**src/rtl/dtl_gm_slave.sv**
```systemverilog
`default_nettype none
// ============================================================================
// Module   : dtl_gm_slave
// Purpose  : DTL block-command target driving a single-port synchronous SRAM.
//            Define DTL_GM_PROTOCOL_CHECK_EN to add the WriteLast check / oError.
// Revision : 1.0
// ============================================================================
module dtl_gm_slave #(
  parameter int INTERFACE_WIDTH       = 32,
  parameter int INTERFACE_ADDR_WIDTH  = 32,
  parameter int INTERFACE_BLOCK_WIDTH = 5,
  parameter int GM_MEM_ADDR_WIDTH     = 10
) (
  input  logic                             iClk,
  input  logic                             iReset,
  input  logic                             iDTL_CommandValid,
  output logic                             oDTL_CommandAccept,
  input  logic                             iDTL_CommandReadWrite,
  input  logic [INTERFACE_ADDR_WIDTH-1:0]  iDTL_Address,
  input  logic [INTERFACE_BLOCK_WIDTH-1:0] iDTL_BlockSize,
  input  logic                             iDTL_WriteValid,
  output logic                             oDTL_WriteAccept,
  input  logic [INTERFACE_WIDTH/8-1:0]     iDTL_WriteEnable,
  input  logic [INTERFACE_WIDTH-1:0]       iDTL_WriteData,
  input  logic                             iDTL_WriteLast,
  output logic                             oDTL_ReadValid,
  input  logic                             iDTL_ReadAccept,
  output logic [INTERFACE_WIDTH-1:0]       oDTL_ReadData,
  output logic                             oDTL_ReadLast,
  output logic [GM_MEM_ADDR_WIDTH-1:0]     oMEM_Address,
  output logic [INTERFACE_WIDTH/8-1:0]     oMEM_WriteEnable,
  output logic [INTERFACE_WIDTH-1:0]       oMEM_WriteData,
  output logic                             oMEM_ReadEnable,
  input  logic [INTERFACE_WIDTH-1:0]       iMEM_ReadData
`ifdef DTL_GM_PROTOCOL_CHECK_EN
  ,
  output logic                             oError
`endif
);

  localparam int c_CNT_WIDTH = INTERFACE_BLOCK_WIDTH + 1;
  localparam logic [c_CNT_WIDTH-1:0]       c_CNT_ONE  = 1;
  localparam logic [GM_MEM_ADDR_WIDTH-1:0] c_ADDR_ONE = 1;

  typedef enum logic [1:0] {
    ST_IDLE  = 2'd0,
    ST_WRITE = 2'd1,
    ST_READ  = 2'd2
  } state_t;

  state_t                         r_state;
  logic [GM_MEM_ADDR_WIDTH-1:0]   r_addr;
  logic [c_CNT_WIDTH-1:0]         r_issueCnt;  // write beats left, or SRAM reads left to issue
  logic [c_CNT_WIDTH-1:0]         r_popCnt;
  logic                           r_cmdAccept;
  logic                           r_writeAccept;
  logic                           r_dataValid; // iMEM_ReadData carries a beat this cycle
  logic [INTERFACE_WIDTH-1:0]     r_fifo [2];
  logic                           r_wrPtr;
  logic                           r_rdPtr;
  logic [1:0]                     r_count;

  logic                           w_fifoNonEmpty;
  logic                           w_readValid;
  logic                           w_pop;
  logic                           w_push;
  logic                           w_fifoPop;
  logic [2:0]                     w_occAfter;
  logic                           w_issue;
  logic                           w_cmdTake;
  logic                           w_wrBeat;
  logic                           w_wrFinal;
  logic [GM_MEM_ADDR_WIDTH-1:0]   w_cmdWord;
  logic                           w_unused;

  // SRAM data bypasses the FIFO when it is empty so the first beat shows one cycle after the strobe.
  assign w_fifoNonEmpty = (r_count != 2'd0);
  assign w_readValid    = w_fifoNonEmpty | r_dataValid;
  assign w_pop          = w_readValid & iDTL_ReadAccept;
  assign w_push         = r_dataValid & (w_fifoNonEmpty | ~iDTL_ReadAccept);
  assign w_fifoPop      = w_pop & w_fifoNonEmpty;
  assign w_occAfter     = {1'b0, r_count} + {2'b00, r_dataValid} + {2'b00, oMEM_ReadEnable}
                          - {2'b00, w_pop};
  assign w_issue        = (r_state == ST_READ) & (r_issueCnt != '0) & (w_occAfter < 3'd2);
  assign w_cmdTake      = r_cmdAccept & iDTL_CommandValid;
  assign w_wrBeat       = r_writeAccept & iDTL_WriteValid;
  assign w_cmdWord      = iDTL_Address[GM_MEM_ADDR_WIDTH+1:2];

`ifdef DTL_GM_PROTOCOL_CHECK_EN
  assign w_wrFinal = (r_issueCnt == c_CNT_ONE) | iDTL_WriteLast;
  assign w_unused  = &{1'b0, iDTL_Address};
`else
  assign w_wrFinal = (r_issueCnt == c_CNT_ONE);
  assign w_unused  = &{1'b0, iDTL_Address, iDTL_WriteLast};
`endif

  assign oDTL_CommandAccept = r_cmdAccept & iReset;
  assign oDTL_WriteAccept   = r_writeAccept;
  assign oDTL_ReadValid     = w_readValid;
  assign oDTL_ReadLast      = w_readValid & (r_popCnt == c_CNT_ONE);
  assign oDTL_ReadData      = w_fifoNonEmpty ? r_fifo[r_rdPtr] :
                              (r_dataValid ? iMEM_ReadData : '0);

  always_ff @(posedge iClk or negedge iReset) begin
    if (!iReset) begin
      r_state          <= ST_IDLE;
      r_addr           <= '0;
      r_issueCnt       <= '0;
      r_popCnt         <= '0;
      r_cmdAccept      <= 1'b1;
      r_writeAccept    <= 1'b0;
      r_dataValid      <= 1'b0;
      r_fifo[0]        <= '0;
      r_fifo[1]        <= '0;
      r_wrPtr          <= 1'b0;
      r_rdPtr          <= 1'b0;
      r_count          <= 2'd0;
      oMEM_Address     <= '0;
      oMEM_WriteEnable <= '0;
      oMEM_WriteData   <= '0;
      oMEM_ReadEnable  <= 1'b0;
`ifdef DTL_GM_PROTOCOL_CHECK_EN
      oError           <= 1'b0;
`endif
    end else begin
      oMEM_WriteEnable <= '0;
      oMEM_ReadEnable  <= 1'b0;
      r_dataValid      <= oMEM_ReadEnable;

      if (w_push) begin
        r_fifo[r_wrPtr] <= iMEM_ReadData;
        r_wrPtr         <= ~r_wrPtr;
      end
      if (w_fifoPop) begin
        r_rdPtr <= ~r_rdPtr;
      end
      r_count <= r_count + {1'b0, w_push} - {1'b0, w_fifoPop};

      case (r_state)
        ST_IDLE: begin
          if (w_cmdTake) begin
            r_cmdAccept <= 1'b0;
            if (iDTL_CommandReadWrite) begin
              r_state       <= ST_WRITE;
              r_writeAccept <= 1'b1;
              r_addr        <= w_cmdWord;
              r_issueCnt    <= {1'b0, iDTL_BlockSize} + c_CNT_ONE;
            end else begin
              // First read goes out straight away; BlockSize is the count still to issue.
              r_state         <= ST_READ;
              oMEM_ReadEnable <= 1'b1;
              oMEM_Address    <= w_cmdWord;
              r_addr          <= w_cmdWord + c_ADDR_ONE;
              r_issueCnt      <= {1'b0, iDTL_BlockSize};
              r_popCnt        <= {1'b0, iDTL_BlockSize} + c_CNT_ONE;
            end
          end
        end
        ST_WRITE: begin
          if (w_wrBeat) begin
            oMEM_WriteEnable <= iDTL_WriteEnable;
            oMEM_WriteData   <= iDTL_WriteData;
            oMEM_Address     <= r_addr;
            r_addr           <= r_addr + c_ADDR_ONE;
            r_issueCnt       <= r_issueCnt - c_CNT_ONE;
`ifdef DTL_GM_PROTOCOL_CHECK_EN
            if (iDTL_WriteLast != (r_issueCnt == c_CNT_ONE)) begin
              oError <= 1'b1;
            end
`endif
            if (w_wrFinal) begin
              r_state       <= ST_IDLE;
              r_writeAccept <= 1'b0;
              r_cmdAccept   <= 1'b1;
            end
          end
        end
        ST_READ: begin
          if (w_issue) begin
            oMEM_ReadEnable <= 1'b1;
            oMEM_Address    <= r_addr;
            r_addr          <= r_addr + c_ADDR_ONE;
            r_issueCnt      <= r_issueCnt - c_CNT_ONE;
          end
          if (w_pop) begin
            r_popCnt <= r_popCnt - c_CNT_ONE;
            if (r_popCnt == c_CNT_ONE) begin
              r_state     <= ST_IDLE;
              r_cmdAccept <= 1'b1;
            end
          end
        end
        default: begin
          r_state       <= ST_IDLE;
          r_writeAccept <= 1'b0;
          r_cmdAccept   <= 1'b1;
        end
      endcase
    end
  end

endmodule
`default_nettype wire

```
**config.mk**
```make
export PLATFORM = sky130hd
export DESIGN_NAME = dtl_gm_slave
export DESIGN_NICKNAME = d
export VERILOG_FILES = /design/src/rtl/dtl_gm_slave.sv
export SDC_FILE = /design/constraint.sdc
export NUM_CORES = 1
export LEC_CHECK = 0
export ABC_CLOCK_PERIOD_IN_PS = 3500
export BUFFER_PORTS_ARGS = -buffer_cell sky130_fd_sc_hd__buf_2
export CAP_MARGIN = 20
export CORE_AREA = 2 2 125 127
export CTS_CLUSTER_DIAMETER = 50
export DETAILED_ROUTE_END_ITERATION = 16
export DIE_AREA = 0 0 127 129
export PLACE_DENSITY_LB_ADDON = 0.1
export RECOVER_POWER = 25
export SYNTH_ARGS = -nofsm -noshare
export SYNTH_HDL_FRONTEND = slang
export SYNTH_SLANG_ARGS = --single-unit
```
**constraint.sdc**
```tcl
create_clock -name iClk -period 3.5 [get_ports iClk]
set_input_delay 0.7 -clock iClk [delete_from_list [all_inputs] [get_ports iClk]]
set_output_delay 0.7 -clock iClk [all_outputs]
set_load 0.05 [all_outputs]
```
; ---- Yosys cells after proc, flatten, opt, wreduce, memory -nomap -nowiden
; Cells that the tools add are included.
[classes]
add_sub_neg = 10
n_lt_le_gt_ge = 4
eq_ne = 12
n_mux = 51
bitwise = 17
reduce_logical = 12
[op_table]
columns = op, n
row1 = $mux W32, 6
row2 = $mux W10, 8
row3 = $bwmux W64, 1
row4 = $pmux W10 S3, 2
row5 = $mux W6, 7
row6 = $demux W32 S1, 1
row7 = $add A10 B1 Y10 const B, 2
row8 = $pmux W6 S3, 1
row9 = $reduce_and A5 Y1, 3
row10 = $ne A2 B2 Y1 const B, 7
row11 = $eq A6 B1 Y1 const B, 2
row12 = $mux W1, 12
row13 = $mux W2, 6
row14 = $pmux W6 S2, 1
row15 = $sub A6 B1 Y6 const B, 2
row16 = $and A1 B1 Y1, 9
row17 = $mux W4, 2
row18 = $reduce_and A4 Y1, 2
row19 = $add A5 B1 Y6 const B, 1
row20 = $pmux W1 S3, 2
row21 = $pmux W2 S3, 1
row22 = $reduce_bool A6 Y1, 1
row23 = $ge A2 B2 Y1 const B, 2
row24 = $not A1 Y1, 4
row25 = 18 further kinds, 21
[totals]
register_bits = 142
inputBits = 112
out_inout_bits = 83
wordCells = 122

; ---- Longest topological paths before layout
; Gate-level depths: netlist of the first run.
[logic_depth]
ltp_word = 8
depth_mapped = 14
ltp_nobuf = 12

; ---- Worst setup path after synthesis of the first run
; Ideal clock, no wire load.
[synth_timing]
kind = register to register
start = reg r_dataValid
end = reg r_addr[7]
setup_ns = 0.146
arrival_time_ns = 3.152
t_required_ns = 3.354
slack_ns = 0.202
stages_incl_launch_ff = 14
n_path_buf = 1
period_less_slack_ns = 3.298
path_cell_list = dfrtp_1 clkbuf_1 o31ai_1 inv_1 ha_1 inv_1 ha_1 a21o_1 fa_1 xnor2_1 a2111o_1 a21o_1 o41ai_1 a221oi_1
[synth_between]
elab_chain_len = 7
word_cells_on_any_way = 9
cone_classes = 3 x add/sub / 1 x order compare / 1 x eq/ne / 3 x bitwise / 1 x reduce/logical
[synth_lines]
columns = item, line
row1 = start: declaration, 57  ; logic r_dataValid;
row2 = start signal: assignment, 128  ; r_dataValid <= oMEM_ReadEnable;
row3 = $add A2 B1 Y3 / $or A1 B1 Y1 (equally long branches), "82, 78"
row4 = $add A3 B1 Y3 / $and A1 B1 Y1 (equally long branches), "82, 79"
row5 = $sub A3 B1 Y3 (*), 83  ; - {2'b00, w_pop};
row6 = $lt A3 B2 Y1 (*), 84  ; assign w_issue = (r_state == ST_READ) & (r_issueCnt != '0) & (w_occAfter < 3'd2);
row7 = $and A1 B1 Y1 (*), 84
row8 = $ne A2 B2 Y1 (no source line) (*), --
row9 = $reduce_and A4 Y1 (no source line) (*), --
row10 = end signal: assignment, 146  ; r_addr <= w_cmdWord;
row11 = end signal: assignment, 153  ; r_addr <= w_cmdWord + c_ADDR_ONE;
row12 = end signal: assignment, 164  ; r_addr <= r_addr + c_ADDR_ONE;
row13 = end: declaration, 52  ; logic [GM_MEM_ADDR_WIDTH-1:0] r_addr;
; Every way passes the cells marked *; elsewhere a longest branch is shown, timed or not.
; A chain may end at the register's enable or synchronous reset.

; ---- Worst setup path in the final report of the first run
[layout_timing]
start = reg r_dataValid
end = reg oMEM_Address[6]
[layout_between]
elab_chain_len = 7
word_cells_on_any_way = 9
cone_classes = 3 x add/sub / 1 x order compare / 1 x eq/ne / 3 x bitwise / 1 x reduce/logical
[layout_lines]
columns = item, line
row1 = $add A2 B1 Y3 / $or A1 B1 Y1 (equally long branches), "82, 78"
row2 = $add A3 B1 Y3 / $and A1 B1 Y1 (equally long branches), "82, 79"
row3 = $sub A3 B1 Y3 (*), 83
row4 = $lt A3 B2 Y1 (*), 84
row5 = $and A1 B1 Y1 (*), 84
row6 = $ne A2 B2 Y1 (no source line) (*), --
row7 = $reduce_and A5 Y1 (no source line) (*), --
row8 = end signal: assignment, 152  ; oMEM_Address <= w_cmdWord;
row9 = end signal: assignment, 163  ; oMEM_Address <= r_addr;
row10 = end signal: assignment, 181  ; oMEM_Address <= r_addr;
row11 = end: declaration, 30  ; output logic [GM_MEM_ADDR_WIDTH-1:0] oMEM_Address,
; Marked as above.

==> results of run 1 <==
## state kept, by name, summed over array words and instances (netlist names)
name,cells
r_count,2
r_fifo,64
r_addr,10
r_popCnt,6
oMEM_Address,10
r_dataValid,1
oMEM_WriteEnable,4
r_state,2
r_cmdAccept,1
r_issueCnt,6
oMEM_ReadEnable,1
r_rdPtr,1
oMEM_WriteData,32
oDTL_WriteAccept,1
r_wrPtr,1
## how the worst max path moves through the flow
stage	cells after the start	slack, ns	end
6_report	13	0.21	oMEM_Address[6]$_DFFE_PN0P_
5_1_grt	14	0.001	oMEM_Address[6]$_DFFE_PN0P_
4_1_cts	13	0.18	oMEM_Address[6]$_DFFE_PN0P_
3_5_place_dp	15	-0.0008	oMEM_Address[8]$_DFFE_PN0P_
3_3_place_gp	14	0.04	oMEM_Address[6]$_DFFE_PN0P_
2_1_floorplan	13	0.20	r_addr[7]$_DFFE_PN0P_
## layer usage
layer	routed length, microns	vias up
li1	-	2643
met1	7180	2662
met2	7860	151
met3	793	19
met4	233	0
met5	0	-
## cells by family (layout without fill, tap and decap cells)
logic type | after synthesis | count (layout)
buffers and inverters | 62 | 245
flip-flops | 142 | 142
AND/OR/NAND/NOR | 161 | 161
adder cells (fa/ha/maj) | 15 | 15
AO/OA/AOI/OAI | 101 | 101
multiplexers | 140 | 140
XOR/XNOR | 21 | 21
## power breakdown
group          total [mW]  internal [mW]  switching, mW
combinational       0.645          0.246          0.399
sequential           1.72           1.67         0.0463
clock                1.74           1.01          0.732
## through the flow
step           worst slack, ns  instance area, sq um
4_1_cts                  0.177                  8870
5_1_grt                0.00149                  8850
2_1_floorplan            0.202                  7140
3_5_place_dp         -0.000757                  8300
3_3_place_gp            0.0401                  8300
6_report                 0.206                  8850
## worst register-to-register path: stages, from the launching register on
cell and delay (ns):
dfrtp_1 0.39, o31ai_1 0.30, inv_1 0.08, ha_1 0.27, inv_1 0.04, ha_1 0.27
a21o_1 0.17, fa_1 0.45, a2111o_1 0.40, buf_4 0.17, a211oi_2 0.30, buf_12 0.19
nor2_1 0.06, a31oi_1 0.14
## cell usage after synthesis, drive strengths merged (4+ instances only)
cell type    n  area, sq um
xnor2       13          114
nand2       27          101
o21ai       47          235
nor2b        4         25.0
nand2b       9         56.3
nand3       51          255
mux2i       40          400
clkbuf      21         78.8
nor2        33          126
nor3        15         75.1
xor2         8         70.1
ha          14          175
a211oi       7         52.6
mux2       100         1130
a21oi       16         91.3
buf         18         86.3
and3         5         31.3
inv         23         86.3
o22ai        7         43.8
dfrtp      141         3530
## layout make-up
class | instances | area [sq um]
tap | 188 | 235
inverter | 23 | 86.3
sequential | 142 | 3560
clock inverter | 14 | 133
fill | 1284 | 6120
clock buffer | 18 | 439
timing repair buffer | 190 | 1050
multi-input combinational | 438 | 3360
## placed cells by master, fill, tap and decap left out, types with 17 or more instances in the layout
cell | synthesis | final
dfrtp_1 | 141 | 140
nand2_1 | 27 | 27
nor2_1 | 32 | 30
buf_2 | 9 | 170
nand3_1 | 51 | 50
inv_1 | 23 | 23
o21ai_0 | 47 | 47
clkbuf_16 | 0 | 17
mux2i_1 | 40 | 40
mux2_2 | 100 | 100
==> reports/qor.csv, run 1 <==
stage;metric;value;unit
global_routing;antenna_found_initial;0;
sta;relSlewSlack;-30.4;%
finish;area_growth;24.0;%
power;peakVddDrop;0.315;mV
sta;period_share;94.1;%
cts;cts_hold_buf;0;
sta;fin_worst_hold_slack;0.452;ns
power;power;4.10;mW
drt;drc_errors;0;
global_routing;grt_busiest_layer;met2;
yosys;ys_types;50;
yosys;ys_seq_elements;142;
yosys;yosys.area_share.simple;11.3;%
cts;cts_root_buf;clkbuf_16;
cts;clkSinkCount;142;
place;io_buffers;171;
setup_path;timing.rr.end;oMEM_Address[6]$_DFFE_PN0P_;
cts;tritoncts;built;
yosys;synth-compound-area-share;8.73;%
drt;drt_pass1_iterations;4;
cts;cts_resized;0;
power;p_per_area;463;mW/mm^2
finish;antenna_cells;0;
drt;final_antenna_net_count;0;
die;ios;195;
cts;clk_latency;0.42;ns
worst_hold_path;whs_endpoint;r_dataValid$_DFF_PN0_;
setup_path;cpPeakStageDelay;0.45;ns
setup_path;crit_arrival;3.63;ns
flow_run;cap_violations;1;
sta;fin_crit;3.29;ns
global_routing;met3_usage;4.70;%
setup_path;crit_chain;o31ai_1 > inv_1 > ha_1 > inv_1 > ha_1 > a21o_1 > fa_1 > a2111o_1 > buf_4 > a211oi_2 > buf_12 > nor2_1 > a31oi_1;
yosys;postSynthCellCount;642;
setup_path;critPathSlowestCell;fa_1;
cts;cts.path.max_buffers;2;
run_status;violations;max-capacitance violations, max-slew violations;
sta;worst_pin_slew;1.96;ns
drt;wl;16.1;mm
die;chipHeight;129;microns
yosys;synth-seq-area-share;49.8;%
global_routing;track_usage;20.1;%
cts;clk_pin_slew;0.06;ns
drt;via_per_inst;5.40;
global_routing;grtUsageMet2;33.8;%
yosys;synth-xor-area-share;2.58;%
setup_path;critPathLaunch;r_dataValid$_DFF_PN0_;
global_routing;grt_pass1_wl;26.4;mm
cts;cts_buffers;17;
worst_hold_path;min_path_type;reg -> reg;
sta;slew_violations;143;
global_routing;first_global_vias;5497;
cts;cts_setup_buffers;0;
global_routing;grt_remaining_overflow;0;
yosys;synth_nets;769;
yosys;async_flop_share;100;%
worst_hold_path;hold_depth;0;
sta;setup_viol;0;
setup_path;end_kind;register;
worst_hold_path;min-delay-start;oMEM_ReadEnable$_DFF_PN0_;
place;placed_cells;981;
finish;drive_gt1_share;40.5;%
finish;stdcell_count;1013;
drt;drt-initial-drc-count;275;
setup_path;cp_top_family;compound AO/OA/AOI/OAI gates;
die;initial_utilization;47.7;%
place;hpwl;10.9;mm
setup_path;cp-start-kind;register;
yosys;synth_edf_count;0;
yosys;synth_top_flop_cell;dfrtp_1;
drt;dr_total_vias;5475;
drt;wire_per_inst;15.9;microns
setup_path;cp_num_buf_inv;4;
die;dieArea;0.0164;sq mm
die;coreArea;0.0150;sq mm
place;gp_congestion;0.766;
yosys;syn_area;0.00714;sq mm
yosys;yosys_warnings;0;
run_status;status;finished, violations left;
yosys;synth_top_family_by_area;multiplexers;
sta;rsz0062_at_grt;false;
setup_path;cp_max_fo;20;
sta;finClkSkew;0.00771;ns
setup_path;r2r_cells;13;
setup_path;worstPathRequired;3.84;ns
sta;fmax;304;MHz
sta;hold_violations;0;
finish;nets;939;
power;leakage;4.51;nW
global_routing;met1_usage;25.7;%
global_routing;grt_max_degree;143;
setup_path;worstSetupPathType;reg -> reg;
setup_path;reg2reg_slack;0.21;ns
finish;fin_util;59.1;%
yosys;syn_area_per_cell;11.1;sq um
sta;setup_tns;0;ns
die;die_w;127;microns
die;rows;45;
yosys;synth_fa_ha_area_share;2.73;%
yosys;synth.area.mux_share;21.4;%
cts;htree_num_levels;4;
setup_path;rr_startpoint;r_dataValid$_DFF_PN0_;
Power figures use the tool's default switching activity.
==> run 2, diff against run 1 <==
--- a/config.mk
+++ b/config.mk
@@ -5,13 +5,13 @@
 export SDC_FILE = /design/constraint.sdc
 export NUM_CORES = 1
 export LEC_CHECK = 0
-export ABC_CLOCK_PERIOD_IN_PS = 3500
+export ABC_CLOCK_PERIOD_IN_PS = 3200
 export BUFFER_PORTS_ARGS = -buffer_cell sky130_fd_sc_hd__buf_2
 export CAP_MARGIN = 20
-export CORE_AREA = 2 2 125 127
+export CORE_AREA = 2 2 120 122
 export CTS_CLUSTER_DIAMETER = 50
 export DETAILED_ROUTE_END_ITERATION = 16
-export DIE_AREA = 0 0 127 129
+export DIE_AREA = 0 0 122 124
 export PLACE_DENSITY_LB_ADDON = 0.1
 export RECOVER_POWER = 25
 export SYNTH_ARGS = -nofsm -noshare
==> constraint.sdc (replaced) <==
create_clock -name iClk -period 3.2 [get_ports iClk]
set_input_delay 0.64 -clock iClk [delete_from_list [all_inputs] [get_ports iClk]]
set_output_delay 0.64 -clock iClk [all_outputs]
set_load 0.05 [all_outputs]
==> reports/qor.csv, run 2 (synthesized netlist as in run 1, its figures left out) <==
stage;metric;value;unit;change
global_routing;grt_remaining_overflow;0;;unchanged
flow_run;cap_violations;2;;+1
drt;wl_met1;6.71;mm;-6.6%
setup_path;crit_chain;o31ai_2 > inv_1 > ha_1 > inv_1 > ha_1 > a21o_1 > fa_2 > a2111o_1 > a21o_2 > o41ai_2 > a221oi_2;;
sta;fin_crit;3.17;ns;-0.122 ns
sta;slew_violations;110;;-23%
global_routing;track_usage;21.6;%;+1.5 points
cts;htree_num_levels;4;;unchanged
finish;stdcell_count;1014;;+0.099%
setup_path;cp-start-kind;register;;
cts;cts.path.max_buffers;2;;unchanged
setup_path;worstSetupPathType;reg -> reg;;
cts;tritoncts;built;;
drt;drc_errors;0;;unchanged
setup_path;worstPathRequired;3.48;ns;-0.36 ns
setup_path;r2r_cells;11;;-2
place;place_area;0.00830;sq mm;about the same
finish;final_common_cell;buf_2;;
place;gp_congestion;0.782;;+2.1%
sta;worst_pin_slew;2.10;ns;+0.140 ns
setup_path;cp_max_fo;5;;-75%
finish;top_register;r_fifo;;
setup_path;rr_startpoint;r_count[0]$_DFF_PN0_;;
setup_path;cpPeakStageDelay;0.41;ns;-0.04 ns
setup_path;cp_num_buf_inv;2;;-2
die;rows;43;;-4.4%
sta;hold_violations;0;;unchanged
cts;cts_root_buf;clkbuf_16;;
sta;finClkSkew;0.00683;ns;-0.000874 ns
power;peakVddDrop;0.396;mV;+26%
finish;nets;947;;+0.85%
finish;drive_gt1_share;41.8;%;+1.3 points
place;hpwl;11.1;mm;+1.9%
die;initial_utilization;52.0;%;+4.4 points
die;die_w;122;microns;-3.9%
die;chipHeight;124;microns;-3.9%
finish;largest_register_ffs;64;;unchanged
setup_path;end_kind;register;;
sta;relSlewSlack;-39.7;%;-9.3 points
drt;wl_met2;7.88;mm;+0.20%
sta;period_share;99.1;%;+5.0 points
finish;reg_top3;r_fifo x64, oMEM_WriteData x32;;
run_status;violations;max-capacitance violations, max-slew violations;;
drt;dr_wl_met3;970;microns;+22%
drt;drt_pass1_iterations;4;;unchanged
global_routing;grt_max_degree;69;;-52%
drt;routed.top_layer;met4;;
power;p_per_area;507;mW/mm^2;+9.3%
drt;via_per_inst;5.42;;+0.21%
worst_hold_path;min_path_type;in -> async;;
drt;dr_total_vias;5492;;+0.31%
finish;area_growth;25.6;%;
finish;most-common-layout-cells;buf_2 (171), dfrtp_1 (140), mux2_2 (100);;
cts;clk_pin_slew;0.06;ns;about the same
drt;drt-initial-drc-count;242;;-12%
setup_path;crit_cells;11;;-2
sta;rsz0062_at_grt;true;;
place;placed_cells;977;;-0.41%
finish;fin_area;0.00896;sq mm;+1.2%
sta;fin_worst_hold_slack;0.106;ns;-0.347 ns
cts;clk_latency;0.42;ns;about the same
cts;cts_buffers;17;;unchanged
run_status;status;finished, violations left;;
die;ios;195;;unchanged
place;io_buffers;171;;unchanged
setup_path;cp_top_family;compound AO/OA/AOI/OAI gates;;
global_routing;grt_pass1_wl;25.7;mm;-2.8%
setup_path;reg2reg_slack;0.03;ns;-0.18 ns
cts;clkSinkCount;142;;unchanged
drt;wl;15.9;mm;-1.4%
global_routing;antenna_found_initial;0;;unchanged
setup_path;critPathSlowestCell;fa_2;;
die;dieArea;0.0151;sq mm;-7.7%
sta;layout_setup_ws;0.0278;ns;-0.178 ns
setup_path;crit_arrival;3.46;ns;-0.17 ns
place;dpl_worst_slack;-0.180;ns;-0.179 ns
global_routing;first_global_vias;5463;;-0.62%
setup_path;timing.rr.end;r_addr[7]$_DFFE_PN0P_;;
sta;setup_viol;0;;unchanged
die;coreArea;0.0137;sq mm;-8.4%
drt;wire_per_inst;15.6;microns;-1.5%
power;leakage;4.55;nW;+1.0%
drt;final_antenna_net_count;0;;unchanged
sta;fmax;315;MHz;+3.8%
[run 2: what timing repair did]
action / in CTS / in global routing
setup buffers: 1 / 2
gates cloned: 0 / 1
hold buffers: 0 / 0
resized for setup: 4 / 8
pin swaps: 1 / 2
setup endpoints to repair: 11 / 24
[run 2: per-layer routing]
metal | track usage, % | vias to the layer above
li1 | - | 2662
met1 | 26.4 | 2657
met2 | 36.7 | 154
met3 | 5.27 | 19
met4 | 9.05 | 0
met5 | 0 | -
[run 2: where the power goes]
group          leakage (nW)  switching (mW)  total [mW]  internal (mW)
clock network         0.282           0.789        1.95           1.16
logic                  2.37           0.415       0.700          0.285
registers              1.90          0.0662        1.89           1.83
[run 2: per-stage QoR]
stage	power (mW)	util [%]	setup TNS [ns]
finish	4.54	65.3	0
global route	4.75	65.3	-1.91
CTS	4.59	65.0	-0.00164
detailed placement	2.62	60.5	-2.94
global placement	2.61	60.5	-2.39
floorplan	2.34	-	0
[run 2: how the worst max path moves through the flow]
stage	from	to	slack (ns)
after detailed placement	iDTL_ReadAccept	oMEM_Address[8]$_DFFE_PN0P_	-0.18
after CTS	r_count[0]$_DFF_PN0_	oMEM_Address[8]$_DFFE_PN0P_	-0.002
after floorplan	r_dataValid$_DFF_PN0_	r_addr[7]$_DFFE_PN0P_	0.003
after global placement	iDTL_ReadAccept	oMEM_Address[6]$_DFFE_PN0P_	-0.16
final	r_count[0]$_DFF_PN0_	r_addr[7]$_DFFE_PN0P_	0.03
after global routing	r_count[0]$_DFF_PN0_	oMEM_Address[7]$_DFFE_PN0P_	-0.11
[run 2: final cells by class]
type / count / area (sq um)
Tap cell: 180 / 225
Timing Repair Buffer: 198 / 1100
Inverter: 23 / 86.3
Multi-Input combinational cell: 438 / 3400
Sequential cell: 142 / 3560
Clock buffer: 17 / 425
Clock inverter: 15 / 161
Antenna cell: 1 / 2.50
Fill cell: 1092 / 4760
==> run 3, diff against run 2 <==
--- a/config.mk
+++ b/config.mk
@@ -5,13 +5,14 @@
 export SDC_FILE = /design/constraint.sdc
 export NUM_CORES = 1
 export LEC_CHECK = 0
+export ABC_AREA = 1
 export ABC_CLOCK_PERIOD_IN_PS = 3200
 export BUFFER_PORTS_ARGS = -buffer_cell sky130_fd_sc_hd__buf_2
 export CAP_MARGIN = 20
-export CORE_AREA = 2 2 120 122
+export CORE_AREA = 2 2 121 123
 export CTS_CLUSTER_DIAMETER = 50
 export DETAILED_ROUTE_END_ITERATION = 16
-export DIE_AREA = 0 0 122 124
+export DIE_AREA = 0 0 123 125
 export PLACE_DENSITY_LB_ADDON = 0.1
 export RECOVER_POWER = 25
 export SYNTH_ARGS = -nofsm -noshare
==> reports/qor.csv, run 3 <==
stage;metric;value;unit;change
run_status;status;finished, violations left;;
run_status;violations;max-capacitance violations, max-slew violations;;
die;dieArea;0.0154;sq mm;+1.6%
sta;relSlewSlack;-6.68;%;+33 points
setup_path;cp-start-kind;register;;
drt;wl;18.0;mm;+13%
yosys;synth_area_leader_cell;dfrtp_1;;
global_routing;antenna_found_initial;0;;unchanged
place;dpl_worst_slack;0.152;ns;+0.332 ns
place;placed_cells;1240;;+27%
yosys;postSynthCellCount;915;;+43%
power;internal-power;5.73;mW;+75%
flow_run;cap_violations;2;;unchanged
yosys;syn_area_per_cell;8.04;sq um;-28%
power;peakVddDrop;0.517;mV;+31%
yosys;synth_nets;1042;;+36%
finish;reg_top3;r_fifo x64, oMEM_WriteData x32;;
sta;layout_setup_ws;0.277;ns;+0.250 ns
sta;fmax;342;MHz;+8.5%
setup_path;end_kind;output pin;;
drt;drc_errors;0;;unchanged
die;initial_utilization;51.8;%;-0.27 points
cts;cts_root_buf;clkbuf_16;;
place;gp_congestion;0.820;;+4.8%
yosys;yosys_warnings;0;;unchanged
setup_path;reg2reg_slack;0.29;ns;+0.26 ns
setup_path;worstPathRequired;2.56;ns;-0.92 ns
global_routing;track_usage;24.1;%;+2.5 points
finish;most-common-layout-cells;nand2_1 (294), buf_2 (170), dfrtp_1 (141);;
sta;finClkSkew;0.00645;ns;-0.000386 ns
finish;nets;1202;;+27%
global_routing;first_global_vias;5886;;+7.7%
setup_path;rr_startpoint;r_count[1]$_DFF_PN0_;;
drt;dr_total_vias;6569;;+20%
cts;clk_pin_slew;0.06;ns;about the same
cts;clk_latency;0.42;ns;about the same
cts;cts_hold_buf;0;;unchanged
yosys;yosys-top-cells-count;nand2_1 (294), dfrtp_1 (141), nor2_1 (102);;
yosys;yosysMostFrequentCell;nand2_1;;
finish;top_register;r_fifo;;
power;p_switching;5.76;mW;+350%
global_routing;grt_remaining_overflow;0;;unchanged
power;swShare;50.1;%;+22 points
power;p_per_area;1280;mW/mm^2;+150%
cts;cts_buffers;17;;unchanged
setup_path;timing.rr.end;r_issueCnt[0]$_DFFE_PN0P_;;
yosys;yosysTopAreaCellShare;48.0;%;-1.4 points
finish;stdcell_count;1272;;+25%
setup_path;worstSetupPathType;reg -> out;;
cts;clkSinkCount;142;;unchanged
power;pwr-share-seq;27.0;%;-15 points
drt;final_antenna_net_count;0;;unchanged
cts;tritoncts;built;;
sta;fin_crit;2.92;ns;-0.250 ns
yosys;synth_edf_count;0;;unchanged
finish;antenna_cells;0;;-1
die;coreArea;0.0142;sq mm;+3.5%
setup_path;cp_max_fo;36;;+31
yosys;yosys-top-cells-area;dfrtp_1 (48%), nand2_1 (15%), nor2_1 (5.2%), o21ai_0 (4.0%), inv_1 (3.9%);;
cts;cts_setup_buffers;0;;-1
drt;via_per_inst;5.16;;-4.7%
die;chipHeight;125;microns;+0.81%
finish;final_common_cell;nand2_1;;
power;power_frac_clock;19.4;%;-24 points
yosys;synth-seq-area-share;48.3;%;-1.4 points
place;hpwl;12.3;mm;+11%
sta;setup_viol;0;;unchanged
power;pwr-share-comb;53.6;%;+38 points
sta;worst_pin_slew;1.60;ns;-0.495 ns
sta;rsz0062_at_grt;false;;
sta;period_share;91.3;%;-7.8 points
yosys;syn_area;0.00735;sq mm;+3.0%
yosys;ys_seq_elements;142;;unchanged
place;io_buffers;171;;unchanged
global_routing;grt_pass1_wl;29.3;mm;+14%
die;rows;44;;+2.3%
yosys;synth_top_flop_cell;dfrtp_1;;
yosys;async_flop_share;100;%;unchanged
die;die_w;123;microns;+0.82%
cts;cts.path.max_buffers;2;;unchanged
sta;slew_violations;129;;+17%
drt;wire_per_inst;14.1;microns;-9.5%
finish;area_growth;22.1;%;
sta;hold_violations;0;;unchanged
setup_path;crit_arrival;2.28;ns;-1.18 ns
drt;drt_pass1_iterations;7;;+3
die;ios;195;;unchanged
power;leakage;4.82;nW;+6.0%
yosys;ys_types;42;;-16%
cts;cts_resized;0;;-4
sta;setup_tns;0;ns;unchanged
finish;largest_register_ffs;64;;unchanged
finish;drive_gt1_share;24.5;%;-17 points
setup_path;r2r_cells;16;;+5
drt;drt-initial-drc-count;552;;+130%
global_routing;grt_max_degree;66;;-4.3%
cts;htree_num_levels;4;;unchanged
worst_hold_path;min_path_type;in -> async;;
==> run 3: cell types whose count changed after synthesis, moves of 12 or more <==
cell,change
inv_1,+54
nor3_1,-14
o21ai_1,+16
nor2_1,+70
o21ai_2,+32
o32ai_1,+32
nand2_1,+267
mux2_2,-99
nand3_1,-17
o21ai_0,+12
mux2i_1,-39
==> run 3: power groups by stage <==
stage                     Sequential [mW]  Clock (mW)  Combinational, mW
final                                3.11        2.23               6.16
after floorplan                      3.89           0               4.06
after CTS                            3.10        2.27               6.20
after detailed placement             3.12           0               6.18
after global placement               3.10           0               6.09
after global routing                 3.21        2.35               6.73
==> run 3: cell families (layout without fill, tap and decap cells) <==
family | count (synthesis) | after routing | share of synthesized area (%)
mux | 2 | 2 | 0.289
xor+xnor | 9 | 9 | 1.07
simple gates | 455 | 455 | 25.1
flops | 142 | 142 | 48.3
fa+ha+maj | 15 | 15 | 2.65
compound gates | 165 | 165 | 14.9
buf+inv | 127 | 300 | 7.59
==> run 3: how the worst max path moves through the flow <==
stage	start	endpoint	slack, ns	depth (start not counted)
finish	r_count[1]$_DFF_PN0_	oDTL_ReadData[12]	0.28	6
floorplan	r_count[1]$_DFF_PN0_	oMEM_Address[0]$_DFFE_PN0P_	0.02	16
detailed placement	iDTL_ReadAccept	r_issueCnt[0]$_DFFE_PN0P_	0.15	14
CTS	r_count[1]$_DFF_PN0_	oDTL_ReadData[12]	0.28	6
global placement	iDTL_ReadAccept	r_issueCnt[0]$_DFFE_PN0P_	0.21	14
global route	r_count[1]$_DFF_PN0_	r_issueCnt[0]$_DFFE_PN0P_	0.13	16
==> run 3: final cells by class <==
type / count / area, sq um
Multi-Input combinational cell: 646 / 3240
Clock inverter: 15 / 243
Clock buffer: 17 / 425
Timing Repair Buffer: 186 / 975
Inverter: 82 / 310
Fill cell: 1301 / 5230
Sequential cell: 142 / 3550
Tap cell: 184 / 230
==> run 3: per-stage QoR <==
step / total power, mW / cell area, sq um / util (%) / hold slack (ns)
floorplan: 7.94 / 7350 / - / 0.344
global placement: 9.19 / 8320 / 58.6 / 0.444
detailed placement: 9.30 / 8320 / 58.6 / 0.444
CTS: 11.6 / 8990 / 63.3 / 0.0346
global route: 12.3 / 8980 / 63.2 / 0.412
finish: 11.5 / 8980 / 63.2 / 0.361
==> run 3: layer usage <==
| metal | vias up | wire (microns) | GRT usage, % |
|---|---|---|---|
| met2 | 172 | 8270 | 36.0 |
| met3 | 22 | 955 | 4.93 |
| met1 | 3090 | 8470 | 35.4 |
| met5 | - | 0 | 0 |
| li1 | 3285 | - | - |
| met4 | 0 | 293 | 7.35 |
==> run 3: critical path, stage by stage (launching register included) <==
cell	delay, ns
dfrtp_1	0.42
nor2_4	0.12
buf_4	0.39
nand2_1	0.09
buf_4	0.28
o32ai_1	0.22
buf_2	0.33
